<file path="src/rtl/map_discrete_latch.sv">
// Discrete-logic bank latch mapper: one CPU-writable register at $8000-$FFFF
// split into PRG/CHR bank fields (or PRG + mirroring), with save-state access.
module map_discrete_latch #(
  parameter int         MODE     = 0,
  parameter int         PRG_W    = 2,
  parameter int         CHR_W    = 4,
  parameter int         BUS_CF   = 0,
  parameter int         IGN_8000 = 0,
  parameter int         RMW_FILT = 1,
  parameter logic [7:0] MAP_IDX  = 8'd11
) (
  input  logic             m2,
  input  logic             map_rst_n,
  input  logic [15:0]      cpu_addr,
  input  logic [7:0]       cpu_data,
  input  logic             cpu_rw,
  input  logic [7:0]       prg_do,
  input  logic             sst_act,
  input  logic             sst_we_reg,
  input  logic [7:0]       sst_addr,
  input  logic [7:0]       sst_dato,
  output logic [7:0]       sst_di,
  output logic [PRG_W-1:0] prg_bank,
  output logic [CHR_W-1:0] chr_bank,
  output logic             mir_sel,
  output logic             wr_ack
);

  logic             prev_wr;
  logic             raw_wr;
  logic             ign_wr;
  logic             rmw_drop;
  logic             accept;
  logic [7:0]       eff_data;
  logic [PRG_W-1:0] prg_nxt;
  logic [CHR_W-1:0] chr_nxt;
  logic             mir_nxt;
  logic             unused_bits;

  assign raw_wr   = cpu_addr[15] & ~cpu_rw;
  assign ign_wr   = (IGN_8000 != 0) && (cpu_addr == 16'h8000);
  assign rmw_drop = (RMW_FILT != 0) && prev_wr;
  assign accept   = raw_wr & ~ign_wr & ~rmw_drop & ~sst_act;
  // A ROM driving the bus during the write wins any 0 bit (open-drain-like AND).
  assign eff_data = (BUS_CF != 0) ? (cpu_data & prg_do) : cpu_data;

  // Field bits not mapped for a given width/MODE are intentionally ignored.
  assign unused_bits = &{1'b0, eff_data, sst_dato};

  // NOTE: every always_comb output gets a default first so no path leaves it
  // unassigned; otherwise synthesis infers a latch.
  always_comb begin
    prg_nxt = prg_bank;
    chr_nxt = chr_bank;
    mir_nxt = mir_sel;
    if (sst_act) begin
      if (sst_we_reg && sst_addr == 8'd0) begin
        prg_nxt = sst_dato[PRG_W-1:0];
        chr_nxt = (MODE == 2) ? '0 : sst_dato[4 +: CHR_W];
      end else if (sst_we_reg && sst_addr == 8'd1) begin
        mir_nxt = (MODE == 2) ? sst_dato[0] : 1'b0;
      end
    end else if (accept) begin
      if (MODE == 1) begin
        prg_nxt = eff_data[4 +: PRG_W];
        chr_nxt = eff_data[0 +: CHR_W];
      end else if (MODE == 2) begin
        prg_nxt = eff_data[0 +: PRG_W];
        mir_nxt = eff_data[4];
      end else begin
        prg_nxt = eff_data[0 +: PRG_W];
        chr_nxt = eff_data[4 +: CHR_W];
      end
    end
  end

  // NOTE: state registers use non-blocking assignments so every register
  // samples pre-edge values, independent of statement order.
  always_ff @(negedge m2 or negedge map_rst_n) begin
    if (!map_rst_n) begin
      prg_bank <= '0;
      chr_bank <= '0;
      mir_sel  <= 1'b0;
      prev_wr  <= 1'b0;
      wr_ack   <= 1'b0;
    end else begin
      prg_bank <= prg_nxt;
      chr_bank <= chr_nxt;
      mir_sel  <= mir_nxt;
      prev_wr  <= raw_wr & ~sst_act;
      wr_ack   <= accept;
    end
  end

  always_comb begin
    sst_di = 8'hFF;
    case (sst_addr)
      8'd0:    sst_di = {4'(chr_bank), 4'(prg_bank)};
      8'd1:    sst_di = {7'd0, mir_sel};
      8'd127:  sst_di = MAP_IDX;
      default: sst_di = 8'hFF;
    endcase
  end

endmodule

</file>
<file path="config.mk">
export PLATFORM = sky130hd
export DESIGN_NAME = map_discrete_latch
export DESIGN_NICKNAME = d
export VERILOG_FILES = /design/src/rtl/map_discrete_latch.sv
export SDC_FILE = /design/constraint.sdc
export NUM_CORES = 1
export LEC_CHECK = 0
export BUFFER_PORTS_ARGS = -buffer_cell sky130_fd_sc_hd__buf_2
export CAP_MARGIN = 20
export CELL_PAD_IN_SITES_DETAIL_PLACEMENT = 1
export CELL_PAD_IN_SITES_GLOBAL_PLACEMENT = 2
export CORE_UTILIZATION = 15
export CTS_CLUSTER_DIAMETER = 50
export DETAILED_ROUTE_END_ITERATION = 6
export MAX_ROUTING_LAYER = met4
export PLACE_DENSITY = 0.71
export SETUP_SLACK_MARGIN = 0.05
export SYNTH_ARGS = -nofsm -noshare
export SYNTH_HDL_FRONTEND = slang
export SYNTH_SLANG_ARGS = --single-unit
</file>
<file path="constraint.sdc">
create_clock -name m2 -period 2.25 [get_ports m2]
set_input_delay 0.675 -clock m2 [delete_from_list [all_inputs] [get_ports m2]]
set_output_delay 0.675 -clock m2 [all_outputs]
set_load 0.005 [all_outputs]
</file>
After elaboration in Yosys (flattened, before gate mapping)
Index checks and enable logic that the tools add are counted.
{"block": "classes", "n_eq_ne": 3, "bitwise": 7, "muxes": 7, "reduce_logical": 4}
{"operator": "8-bit one-hot mux with 3 select lines", "count": 1}
{"operator": "4-bit two-way mux", "count": 3}
{"operator": "8-bit by 1-bit equality test with 1-bit output, second input constant", "count": 1}
{"operator": "8-bit by 7-bit equality test with 1-bit output, second input constant", "count": 1}
{"operator": "8-bit zero test", "count": 1}
{"operator": "2-bit two-way mux", "count": 3}
{"operator": "1-bit bitwise AND", "count": 4}
{"operator": "1-bit inverter", "count": 3}
{"operator": "2-bit by 1-bit != test with 1-bit output, second input constant", "count": 1}
{"operator": "2-bit AND reduction", "count": 1}
{"operator": "2-bit nonzero test", "count": 1}
{"operator": "1-bit logical AND", "count": 1}
{"block": "word_totals", "out_inout_bits": 16, "ff_bits": 8, "word_cells": 25}

Longest topological paths before layout
Gate-level depths: netlist of run 1.
{"block": "logic_depth", "ltp_word": 6, "mapped_depth": 5}

==> reports/results.txt, run 1 <==
status: complete, but fails checks
failing checks: setup timing
GR Util All Layers: 0.128
Final Non-Filler Cells: 193
vias in the first global route: 958
Final Max Tran Viols: 0
Core Util, Final: 0.293
DRC: 0
global-route wire length before repair: 4830 µm
Pwr per Cell Area: 357 nW/µm²
syn avg cell area: 8.98 µm²
Worst EP arrival: 2.09 ns
worst setup margin: -0.512 ns
fin nets: 196
post-route ant nets: 0
RSZ-0062 raised after global routing: yes
area delta synth->final: 84.8%
Syn Nets: 131
Seq cells post-synth: 8
Worst setup SP type: flop
GP Congestion: 0.798
synthesized cell area: 701 µm²
placed cells: 181
met1 Use GR: 0.141
most frequent cells in the layout: 32 x buf_2, 21 x buf_4, 9 x buf_6
flop2flop setup slack: 0.81 ns
YS warnings: 0
HPWL reported at the end of detailed placement: 2150 µm
die height: 70.3 µm
CP required: 1.57 ns
Critical path origin: prg_bank[0]
Avg Vias per Cell: 4.44
crit path to: sst_di[0]
clk_skew: 0.00416 ns
Cell variety after synth: 25
GRT Max-Usage Layer: met2
die footprint: 4950 µm²
GR Util met2: 0.232
core area: 4410 µm²
Clock Tree Buf Depth: 2
sequential cell fraction of total power: 0.336
die width: 70.3 µm
most common cell after layout, fill and taps aside: buf_2
WL/cell: 14.8 µm
r2r startpoint: prev_wr
post-synthesis sequential area ratio: 0.286
share of layout cells above drive strength 1: 0.610
met3 usage: 0.0289
CTS tree: yes
Clock H-tree levels: 1
Pre-Repair DR Iteration Count: 4
Pleak: 0.646 nW
cts hold-fix bufs: 0
Overflow after GRT: 0
DRT iter0 DRCs: 16
Worst R2R Path Depth: 3
final hold vios: 0
cell internal pwr: 344 µW
# IOs: 69
CP Class: flop to primary output
Buffers on Ports: 40
peak supply drop: 0.000165 V
Post-Route WL: 2850 µm
min-delay worst type: flop to flop
worst skew pair latency: 0.25 ns
FF-to-FF End: prg_bank[0]
fillers: 527
Max-Cap Viols: 0
Worst Path Max Fanout: 3
total CTS buffers: 3
combinational power share: 0.291
post-synthesis instance total: 78
diodes inserted: 0
clock share of power: 0.373
Net Sw Frac: 0.255
Reg clk slew, reported paths: 0.04 ns
Final Setup Violations: 22
# rows: 24
Net Switching: 118 µW
initial core utilization: 0.159
root buf cell: clkbuf_8
Crit. End Element: primary output
Power, Total: 462 µW
pin count of the biggest net entering global routing: 20
vias post-DR: 857
clock sinks: 8
WHS: 0.592 ns
initial antenna violation count: 0
pre-CTS WS: -0.783 ns
-- cells in the mapped netlist (all sizes together) --
cell | n | share of area
nand3 | 6 | 0.043
or4b | 1 | 0.014
o21ai | 2 | 0.014
a21boi | 6 | 0.064
nand4b | 1 | 0.013
buf | 4 | 0.041
mux2 | 6 | 0.096
mux2i | 6 | 0.086
conb | 1 | 0.0054
clkbuf | 3 | 0.016
nand2 | 6 | 0.032
nand4 | 1 | 0.0089
inv | 4 | 0.021
nor3 | 1 | 0.0071
nor3b | 1 | 0.011
a21o | 4 | 0.043
dfrtn | 8 | 0.29
nor4 | 2 | 0.048
o2bb2a | 1 | 0.014
and3 | 6 | 0.054
o211ai | 6 | 0.064
and2 | 2 | 0.018
-- sequential cells by signal, indices dropped and copies added, names as in the netlist --
name / count
prg_bank: 2
chr_bank: 4
prev_wr: 1
wr_ack: 1
-- worst max-delay path, cell delays in order, from the launching register on --
cell	delay, ns
dfrtn_1	0.42
inv_1	0.06
o21ai_2	0.11
buf_2	0.12
-- layer usage --
metal	vias up	part of all wire
met1	411	0.42
met3	2	0.050
met5	-	0
li1	415	-
met2	29	0.53
met4	0	0.0046
-- power by group through the flow --
stage          clock network [mW]  logic (mW)  registers [mW]
2_1_floorplan                   0      0.0553           0.157
3_3_place_gp                    0       0.106           0.157
3_5_place_dp                    0       0.111           0.157
4_1_cts                     0.177       0.132           0.155
5_1_grt                     0.186       0.148           0.156
6_report                    0.173       0.135           0.155
-- timing repair --
| action | 4_1_cts | 5_1_grt |
|---|---|---|
| gates resized for setup | 19 | 6 |
| cloned | 1 | 0 |
| buffers inserted | 8 | 2 |
| pin swaps | 8 | 4 |
| endpoints found under the setup margin | 22 | 22 |
-- cell type report --
class / instances / area, µm² / area share
Multi-Input combinational cell: 60 / 489 / 0.378
Timing Repair Buffer: 66 / 484 / 0.374
Sequential cell: 8 / 200 / 0.155
Tap cell: 52 / 65.1 / 0.0502
Clock buffer: 3 / 41.3 / 0.0319
Inverter: 4 / 15.0 / 0.0116
-- per-stage QoR --
| step | TNS [ns] | instance area [µm²] |
|---|---|---|
| floorplan | -5.12 | 747 |
| global placement | -8.01 | 1080 |
| detailed placement | -8.60 | 1080 |
| CTS | -8.65 | 1270 |
| global route | -9.44 | 1290 |
| finish | -8.34 | 1290 |
-- how the worst min path moves through the flow --
| stage | depth (start not counted) | from | end | slack, ns |
|---|---|---|---|---|
| floorplan | 2 | prg_bank[0] | prg_bank[0] | 0.55 |
| global placement | 2 | chr_bank[1] | chr_bank[1] | 0.58 |
| detailed placement | 2 | chr_bank[1] | chr_bank[1] | 0.60 |
| CTS | 2 | chr_bank[1] | chr_bank[1] | 0.59 |
| global route | 2 | chr_bank[1] | chr_bank[1] | 0.65 |
| finish | 2 | chr_bank[1] | chr_bank[1] | 0.59 |
-- logic make-up (layout without fill, tap and decap cells) --
| kind of cell | Yosys count | in the layout | synth area share |
|---|---|---|---|
| compound gates | 19 | 19 | 0.200 |
| buf+inv | 11 | 73 | 0.0786 |
| flops | 8 | 8 | 0.286 |
| mux | 12 | 12 | 0.182 |
| other cells | 1 | 1 | 0.00535 |
| simple gates | 27 | 28 | 0.248 |
Note: power is estimated with default switching activity, not from simulation.
==> run 2: changes to the inputs <==
CORE_UTILIZATION = 16   (was 15)
CTS_BUF_LIST = sky130_fd_sc_hd__clkbuf_4 sky130_fd_sc_hd__clkbuf_8   (was default)
PLACE_DENSITY = 0.75   (was 0.71)
==> run 2 against run 1 <==
- the run still ends with setup timing left
- die area down 6.1%
- non-clock buffer count down 7
- first-iteration DRC count down 38%
- final area down 5.8%
- wire length down 5.0%
- clock skew down 0.0016 ns
- setup slack better by 0.022 ns
- critical path depth down 1
- largest power group unchanged
- highest routed layer unchanged
==> reports/results.txt, run 2 (synthesis results as in run 1) <==
global-route wire length before repair: 4370 µm
Final Setup Violations: 22
critical path, cell by cell: a21o_1, buf_2
most common cell after layout, fill and taps aside: buf_2
Slowest cell on crit path: dfrtn_1
clk_skew: 0.00261 ns
Pwr per Cell Area: 370 nW/µm²
final hold vios: 0
Worst Path Max Fanout: 4
Most flops, register: chr_bank
die footprint: 4650 µm²
Pre-Repair DR Iteration Count: 4
Clock H-tree levels: 1
min-delay worst type: flop to flop
DRC: 0
Reg clk slew, reported paths: 0.03 ns
GR Util All Layers: 0.134
Post-Route WL: 2710 µm
root buf cell: clkbuf_8
failing checks: setup timing
top flop regs: chr_bank: 4 flops, prg_bank: 2 flops
clock sinks: 8
HPWL reported at the end of detailed placement: 1970 µm
WL/cell: 14.7 µm
pre-CTS WS: -0.813 ns
peak supply drop: 0.000178 V
status: complete, but fails checks
CTS tree: yes
most frequent cells in the layout: 34 x buf_2, 15 x buf_4, 8 x dfrtn_1
cts hold-fix bufs: 0
area delta synth->final: 74.1%
Clock Tree Buf Depth: 2
WHS: 0.591 ns
# rows: 23
die width: 68.2 µm
vias post-DR: 830
Final Max Tran Viols: 0
core area: 4120 µm²
Max-Cap Viols: 0
fin nets: 189
Worst setup SP type: flop
share of layout cells above drive strength 1: 0.590
Avg Vias per Cell: 4.51
diodes inserted: 0
GP Congestion: 0.718
initial core utilization: 0.170
CP required: 1.57 ns
Crit. End Element: primary output
worst setup margin: -0.490 ns
worst skew pair latency: 0.25 ns
CP Class: flop to primary output
Pleak: 0.605 nW
RSZ-0062 raised after global routing: yes
pin count of the biggest net entering global routing: 20
die height: 68.2 µm
Worst EP arrival: 2.07 ns
total CTS buffers: 3
initial antenna violation count: 0
max reg flops: 4
CP max stage delay: 0.46 ns
# IOs: 69
Overflow after GRT: 0
DRT iter0 DRCs: 10
total negative setup slack: -8.39 ns
fillers: 497
post-route ant nets: 0
vias in the first global route: 883
Buffers on Ports: 40
==> run 2: final timing paths <==
| kind | start | end | cells after the start | slack (ns) |
|---|---|---|---|---|
| setup / recovery | chr_bank[2] | sst_di[6] | 2 | -0.49 |
| hold reg to reg | chr_bank[1] | chr_bank[1] | 2 | 0.59 |
| hold / removal | chr_bank[1] | chr_bank[1] | 2 | 0.59 |
| min in group asynchronous | map_rst_n | prg_bank[0] | 1 | 1.28 |
| setup reg to reg | prev_wr | chr_bank[2] | 3 | 0.78 |
| max in group asynchronous | map_rst_n | chr_bank[1] | 1 | 0.76 |
==> run 2: report_power, final <==
group / switching (mW) / internal, mW
clock: 0.0562 / 0.116
combinational: 0.0551 / 0.0688
sequential: 0.00436 / 0.151
==> run 2: repair_timing <==
item / CTS / global route
gates cloned: 1 / 0
endpoints found under the setup margin: 22 / 22
buffers inserted: 3 / 1
resized for setup: 19 / 3
pin swaps: 8 / 1
==> run 2: critical path, delay by kind of cell (launching register included) <==
family,cells,cell delay (ns)
DFF,1,0.46
AOI/OAI and AO/OA,1,0.13
buffers and inverters,1,0.10
==> run 2: layout make-up <==
type	instances	area (µm²)	area share
multi-input combinational	60	489	0.401
clock buffer	3	41.3	0.0338
inverter	4	15.0	0.0123
sequential	8	200	0.164
tap	50	62.6	0.0513
timing repair buffer	59	412	0.337
==> run 2: metrics by stage <==
step | utilization | instances | area, µm² | power (mW)
after floorplan | - | 78 | 747 | 0.212
after global placement | 0.257 | 176 | 1060 | 0.260
after detailed placement | 0.257 | 176 | 1060 | 0.265
after CTS | 0.291 | 183 | 1200 | 0.455
after global routing | 0.296 | 184 | 1220 | 0.475
final | 0.296 | 184 | 1220 | 0.452
==> run 2: per-layer routing <==
| metal | track usage | vias to the layer above | routed length, µm |
|---|---|---|---|
| met5 | - | - | 0 |
| met3 | 0.0433 | 5 | 186 |
| met2 | 0.228 | 30 | 1330 |
| met1 | 0.150 | 392 | 1170 |
| li1 | - | 403 | - |
| met4 | 0.0313 | 0 | 21 |
